<file path="src/rtl/eco_patch_sim_ctrl.sv">
// eco_patch_sim_ctrl: exhaustive pattern sequencer comparing a patched cone against its golden copy
module eco_patch_sim_ctrl #(
    parameter int N_IN   = 3,
    parameter int N_OUT  = 1,
    parameter int SETTLE = 1
) (
    input  logic            clk,
    input  logic            rst_n,
    input  logic            start,
    input  logic            abort,
    input  logic            stop_on_fail,
    output logic [N_IN-1:0] vec,
    input  logic [N_OUT-1:0] impl_o,
    input  logic [N_OUT-1:0] gold_o,
    output logic            busy,
    output logic            done,
    output logic            pass,
    output logic [N_IN:0]   mismatch_cnt,
    output logic [N_IN-1:0] first_fail,
    output logic            fail_seen
);
    typedef enum logic [1:0] {IDLE, APPLY, CHECK, DONE} state_t;
    localparam logic [3:0] LAST = 4'(SETTLE - 1);
    state_t          state_q, state_d;
    logic [3:0]      cnt_q, cnt_d;
    logic [N_IN-1:0] vec_q, vec_d, ff_q, ff_d;
    logic [N_IN:0]   mc_q, mc_d;
    logic            fs_q, fs_d, pass_q, pass_d, sof_q, sof_d;
    logic            miss;
    assign miss = impl_o != gold_o;
    always_comb begin
        state_d = state_q;
        cnt_d   = cnt_q;
        vec_d   = vec_q;
        ff_d    = ff_q;
        mc_d    = mc_q;
        fs_d    = fs_q;
        pass_d  = pass_q;
        sof_d   = sof_q;
        unique case (state_q)
            IDLE: if (start) begin
                state_d = APPLY;
                cnt_d   = '0;
                vec_d   = '0;
                ff_d    = '0;
                mc_d    = '0;
                fs_d    = 1'b0;
                pass_d  = 1'b0;
                sof_d   = stop_on_fail;
            end
            APPLY: begin
                state_d = abort ? IDLE : (cnt_q == LAST ? CHECK : APPLY);
                cnt_d   = cnt_q == LAST ? 4'd0 : cnt_q + 4'd1;
            end
            CHECK: if (abort) begin
                state_d = IDLE;
            end else begin
                // mc_d already carries this check's update, so pass reflects the final pattern
                mc_d   = miss ? mc_q + (N_IN+1)'(1) : mc_q;
                ff_d   = miss && !fs_q ? vec_q : ff_q;
                fs_d   = fs_q | miss;
                if (vec_q == '1 || (sof_q && miss)) begin
                    state_d = DONE;
                    pass_d  = mc_d == '0;
                end else begin
                    state_d = APPLY;
                    vec_d   = vec_q + N_IN'(1);
                end
            end
            DONE: state_d = IDLE;
            default: state_d = IDLE;
        endcase
    end
    always_ff @(posedge clk or negedge rst_n) begin
        if (!rst_n) begin
            state_q <= IDLE;
            cnt_q   <= '0;
            vec_q   <= '0;
            ff_q    <= '0;
            mc_q    <= '0;
            fs_q    <= 1'b0;
            pass_q  <= 1'b0;
            sof_q   <= 1'b0;
        end else begin
            state_q <= state_d;
            cnt_q   <= cnt_d;
            vec_q   <= vec_d;
            ff_q    <= ff_d;
            mc_q    <= mc_d;
            fs_q    <= fs_d;
            pass_q  <= pass_d;
            sof_q   <= sof_d;
        end
    end
    assign vec          = vec_q;
    assign busy         = state_q == APPLY || state_q == CHECK;
    assign done         = state_q == DONE;
    assign pass         = pass_q;
    assign mismatch_cnt = mc_q;
    assign first_fail   = ff_q;
    assign fail_seen    = fs_q;
endmodule

</file>
<file path="config.mk">
export PLATFORM = sky130hd
export DESIGN_NAME = eco_patch_sim_ctrl
export DESIGN_NICKNAME = d
export VERILOG_FILES = /design/src/rtl/eco_patch_sim_ctrl.sv
export SDC_FILE = /design/constraint.sdc
export NUM_CORES = 1
export LEC_CHECK = 0
export BUFFER_PORTS_ARGS = -buffer_cell sky130_fd_sc_hd__buf_4
export CAP_MARGIN = 20
export CELL_PAD_IN_SITES_DETAIL_PLACEMENT = 0
export CELL_PAD_IN_SITES_GLOBAL_PLACEMENT = 2
export CORE_ASPECT_RATIO = 0.75
export CORE_MARGIN = 5
export CORE_UTILIZATION = 36
export CTS_CLUSTER_DIAMETER = 40
export CTS_CLUSTER_SIZE = 8
export DETAILED_ROUTE_END_ITERATION = 8
export GPL_ROUTABILITY_DRIVEN = 0
export GPL_TIMING_DRIVEN = 0
export PLACE_DENSITY_LB_ADDON = 0.1
export SYNTH_ARGS = -nofsm -noshare
export SYNTH_HDL_FRONTEND = slang
export SYNTH_SLANG_ARGS = --single-unit
</file>
<file path="constraint.sdc">
create_clock -name clk -period 3.68 [get_ports clk]
set_clock_uncertainty 0.1 [all_clocks]
set_input_delay 0.368 -clock clk [delete_from_list [all_inputs] [get_ports clk]]
set_output_delay 0.368 -clock clk [all_outputs]
set_load 0.02 [all_outputs]
</file>
==> flow_summary.yaml <==
status:
  outcome: "complete, no violations"
pwr:
  total_power_uw: 820
  max-vdd-ir-drop_mv: 0.228
  power.density_nw_per_um2: 597
  p_leak_uw: 0.000666
worst_setup_path:
  critPathSlowestCell: "a2111oi_0"
  worstSetupPathType: "reg -> reg"
  timing.rr.start: "state_q[0]"
  setup.worst_path.end_class: "register"
  max_stage_delay_ns: 0.44
  cp_max_fo: 10
  r2r_end: "state_q[1]"
  cp-start-kind: "register"
  r2r_slack_ns: 1.58
  required_ns: 3.78
  cp.arrival_ns: 2.20
  r2r_cells: 7
  path_cells: "inv_1 -> ha_1 -> clkbuf_1 -> nand2_1 -> a2bb2oi_1 -> a2111oi_0 -> a21o_1"
sta:
  fin_crit_sh: 0.572
  slew_viol_final: 0
  rsz0062_at_grt: "no"
  tightest_slew_ns: 0.511
  setup_viol: 0
  post-route-min-period_ns: 2.10
  fin_tns_setup_ns: 0
  fmaxAchievable_mhz: 475
  slew_headroom: 0.649
  hold_viol_final: 0
synthesis:
  synth.avg_cell_area_um2: 10.1
  ys_types: 38
  synth_seq_area_share: 0.424
  synth_nets: 128
  synth_cells: 111
  ys_seq_elements: 19
  synth_area_um2: 1120
  synth_warnings: 0
floorplan:
  io_pins: 21
  coreArea_um2: 2960
  fp.dieH_um: 58.3
  initial_utilization: 0.379
  std_cell_rows: 17
  die-area_um2: 4340
  die_w_um: 74.4
cts:
  cts_buffers: 3
  cts_resized: 0
  clock_path_buffers: 2
  numClockSinks: 19
  htreeDepth: 1
  cts-root-buf: "clkbuf_8"
  cts_tree: "done"
  clk_latency_ns: 0.26
  clk_pin_slew_worst_paths_ns: 0.07
detailed_routing:
  drt-initial-drc-count: 36
  drc: 0
  route.detailed.wl_per_inst_um: 14.7
  drtPass1Iterations: 4
  vias: 923
  via_per_inst: 5.30
  drtAntennaViolNets: 0
  wirelength_um: 2560
place:
  port-buffer-count: 20
  hpwl_um: 1920
hold_path:
  hp-start: "stop_on_fail"
  whs_endpoint: "sof_q"
  hold_path.class: "in -> reg"
  min_path_cells: 2
cells_and_area:
  diodes: 0
  drive_above_1_share: 0.191
  nets: 154
  area_growth_pct: 22.5
global_route:
  grt_max_degree: 20
  grt_pass1_wl_um: 4330
  grt_pass1_vias: 971
  grt_antenna_before_repair: 0
  grt-ovfl-total: 0
  grt.total_usage: 0.130
job:
  drv_cap: 0
==> registers in the layout, summed over array words and instances, names as in the netlist <==
name          cells
cnt_q             4
fail_seen         1
first_fail        3
mismatch_cnt      4
pass              1
sof_q             1
state_q           2
vec               3
==> synthesized netlist by cell type (all sizes together) <==
master   count  area (um2)
o22a         1        8.76
xor2         2        25.0
nand4        1        6.26
nor3b        1        7.51
a21o         4        30.0
o21bai       1        7.51
o41ai        1        8.76
nor2b        1        6.26
a21oi        5        25.0
a31oi        1        6.26
and3b        1        8.76
mux2i        3        30.0
o31a         1        8.76
dfrtp       19         475
inv          7        26.3
o21ai        5        25.0
a2111o       1        11.3
clkbuf       2        7.51
nand3        5        25.0
nor2         2        7.51
a32o         2        20.0
or3          1        6.26
o22ai        1        6.26
a2111oi      2        23.8
a211oi       3        22.5
mux2         1        11.3
ha          10         125
a41oi        1        8.76
nand2       13        48.8
nor3         2        10.0
xnor2        1        8.76
nand2b       4        25.0
o211ai       3        22.5
a2bb2oi      1        8.76
nor4b        1        8.76
o31ai        1        7.51
==> timing repair <==
item | CTS | global route
hold endpoints to repair | 19 | 0
hold buffers | 1 | 0
buffers inserted | 0 | 0
==> final cells by class <==
type	count	area [um2]
Fill cell	292	1580
Tap cell	38	47.5
Multi-Input combinational cell	83	612
Timing Repair Buffer	21	160
Inverter	7	26.3
Buffer	2	7.51
Clock buffer	4	45.0
Sequential cell	19	475
==> per-stage QoR <==
step | hold slack [ns] | std cells | cell area (um2) | util | setup slack (ns)
after CTS | 0.242 | 174 | 1370 | 0.465 | 1.60
after global routing | 0.244 | 174 | 1370 | 0.465 | 1.39
after detailed placement | 0.160 | 169 | 1320 | 0.446 | 1.63
final | 0.246 | 174 | 1370 | 0.465 | 1.58
after global placement | 0.163 | 169 | 1320 | 0.446 | 1.63
after floorplan | -0.0276 | 111 | 1120 | - | 1.90
==> layer usage <==
| metal | up-vias | GRT usage | part of all wire |
|---|---|---|---|
| met2 | 18 | 0.204 | 0.45 |
| met3 | 5 | 0.0392 | 0.046 |
| met4 | 0 | 0.0228 | 0.0078 |
| li1 | 459 | - | - |
| met1 | 441 | 0.180 | 0.49 |
| met5 | - | 0 | 0 |
==> logic make-up (layout without fill, tap and decap cells) <==
group / Yosys count / count (layout) / synth area share
mux: 4 / 4 / 0.0368
flops: 19 / 19 / 0.424
buf+inv: 9 / 34 / 0.0301
compound gates: 34 / 34 / 0.224
simple gates: 32 / 32 / 0.143
xor+xnor: 3 / 3 / 0.0301
fa+ha+maj: 10 / 10 / 0.112
==> critical path: cells and delay by family, from the launching register on <==
kind            cells  cell delay (ns)
fa+ha+maj           1             0.19
flops               1             0.41
compound gates      3             0.77
simple gates        1             0.10
buf+inv             2             0.47
==> worst max-delay path by stage <==
stage | start | to | slack (ns)
after floorplan | state_q[0] | state_q[1] | 1.90
after global placement | state_q[0] | state_q[1] | 1.63
after detailed placement | state_q[0] | state_q[1] | 1.63
after CTS | state_q[0] | state_q[1] | 1.60
after global routing | state_q[0] | state_q[1] | 1.39
final | state_q[0] | state_q[1] | 1.58
==> power breakdown <==
part / switching (uW) / total, uW / internal (uW)
logic: 224 / 376 / 152
registers: 48.7 / 297 / 249
clock network: 69.4 / 146 / 77.0
total: 342 / 820 / 478
==> cells in the final DEF, fill, tap and decap left out, types with 2 or more instances in the layout <==
master	synthesis	final
a211oi_1	3	3
clkbuf_8	0	3
inv_1	7	7
clkbuf_1	2	3
nand2_1	13	13
a21oi_1	5	5
buf_4	0	20
ha_1	10	10
nor2_1	2	2
a21o_1	4	4
nor3_1	2	2
o21ai_0	5	5
mux2i_1	3	3
nand3_1	5	5
a32o_1	2	2
dfrtp_1	19	19
o211ai_1	3	3
nand2b_1	4	4
Note: power is estimated with default switching activity, not from simulation.
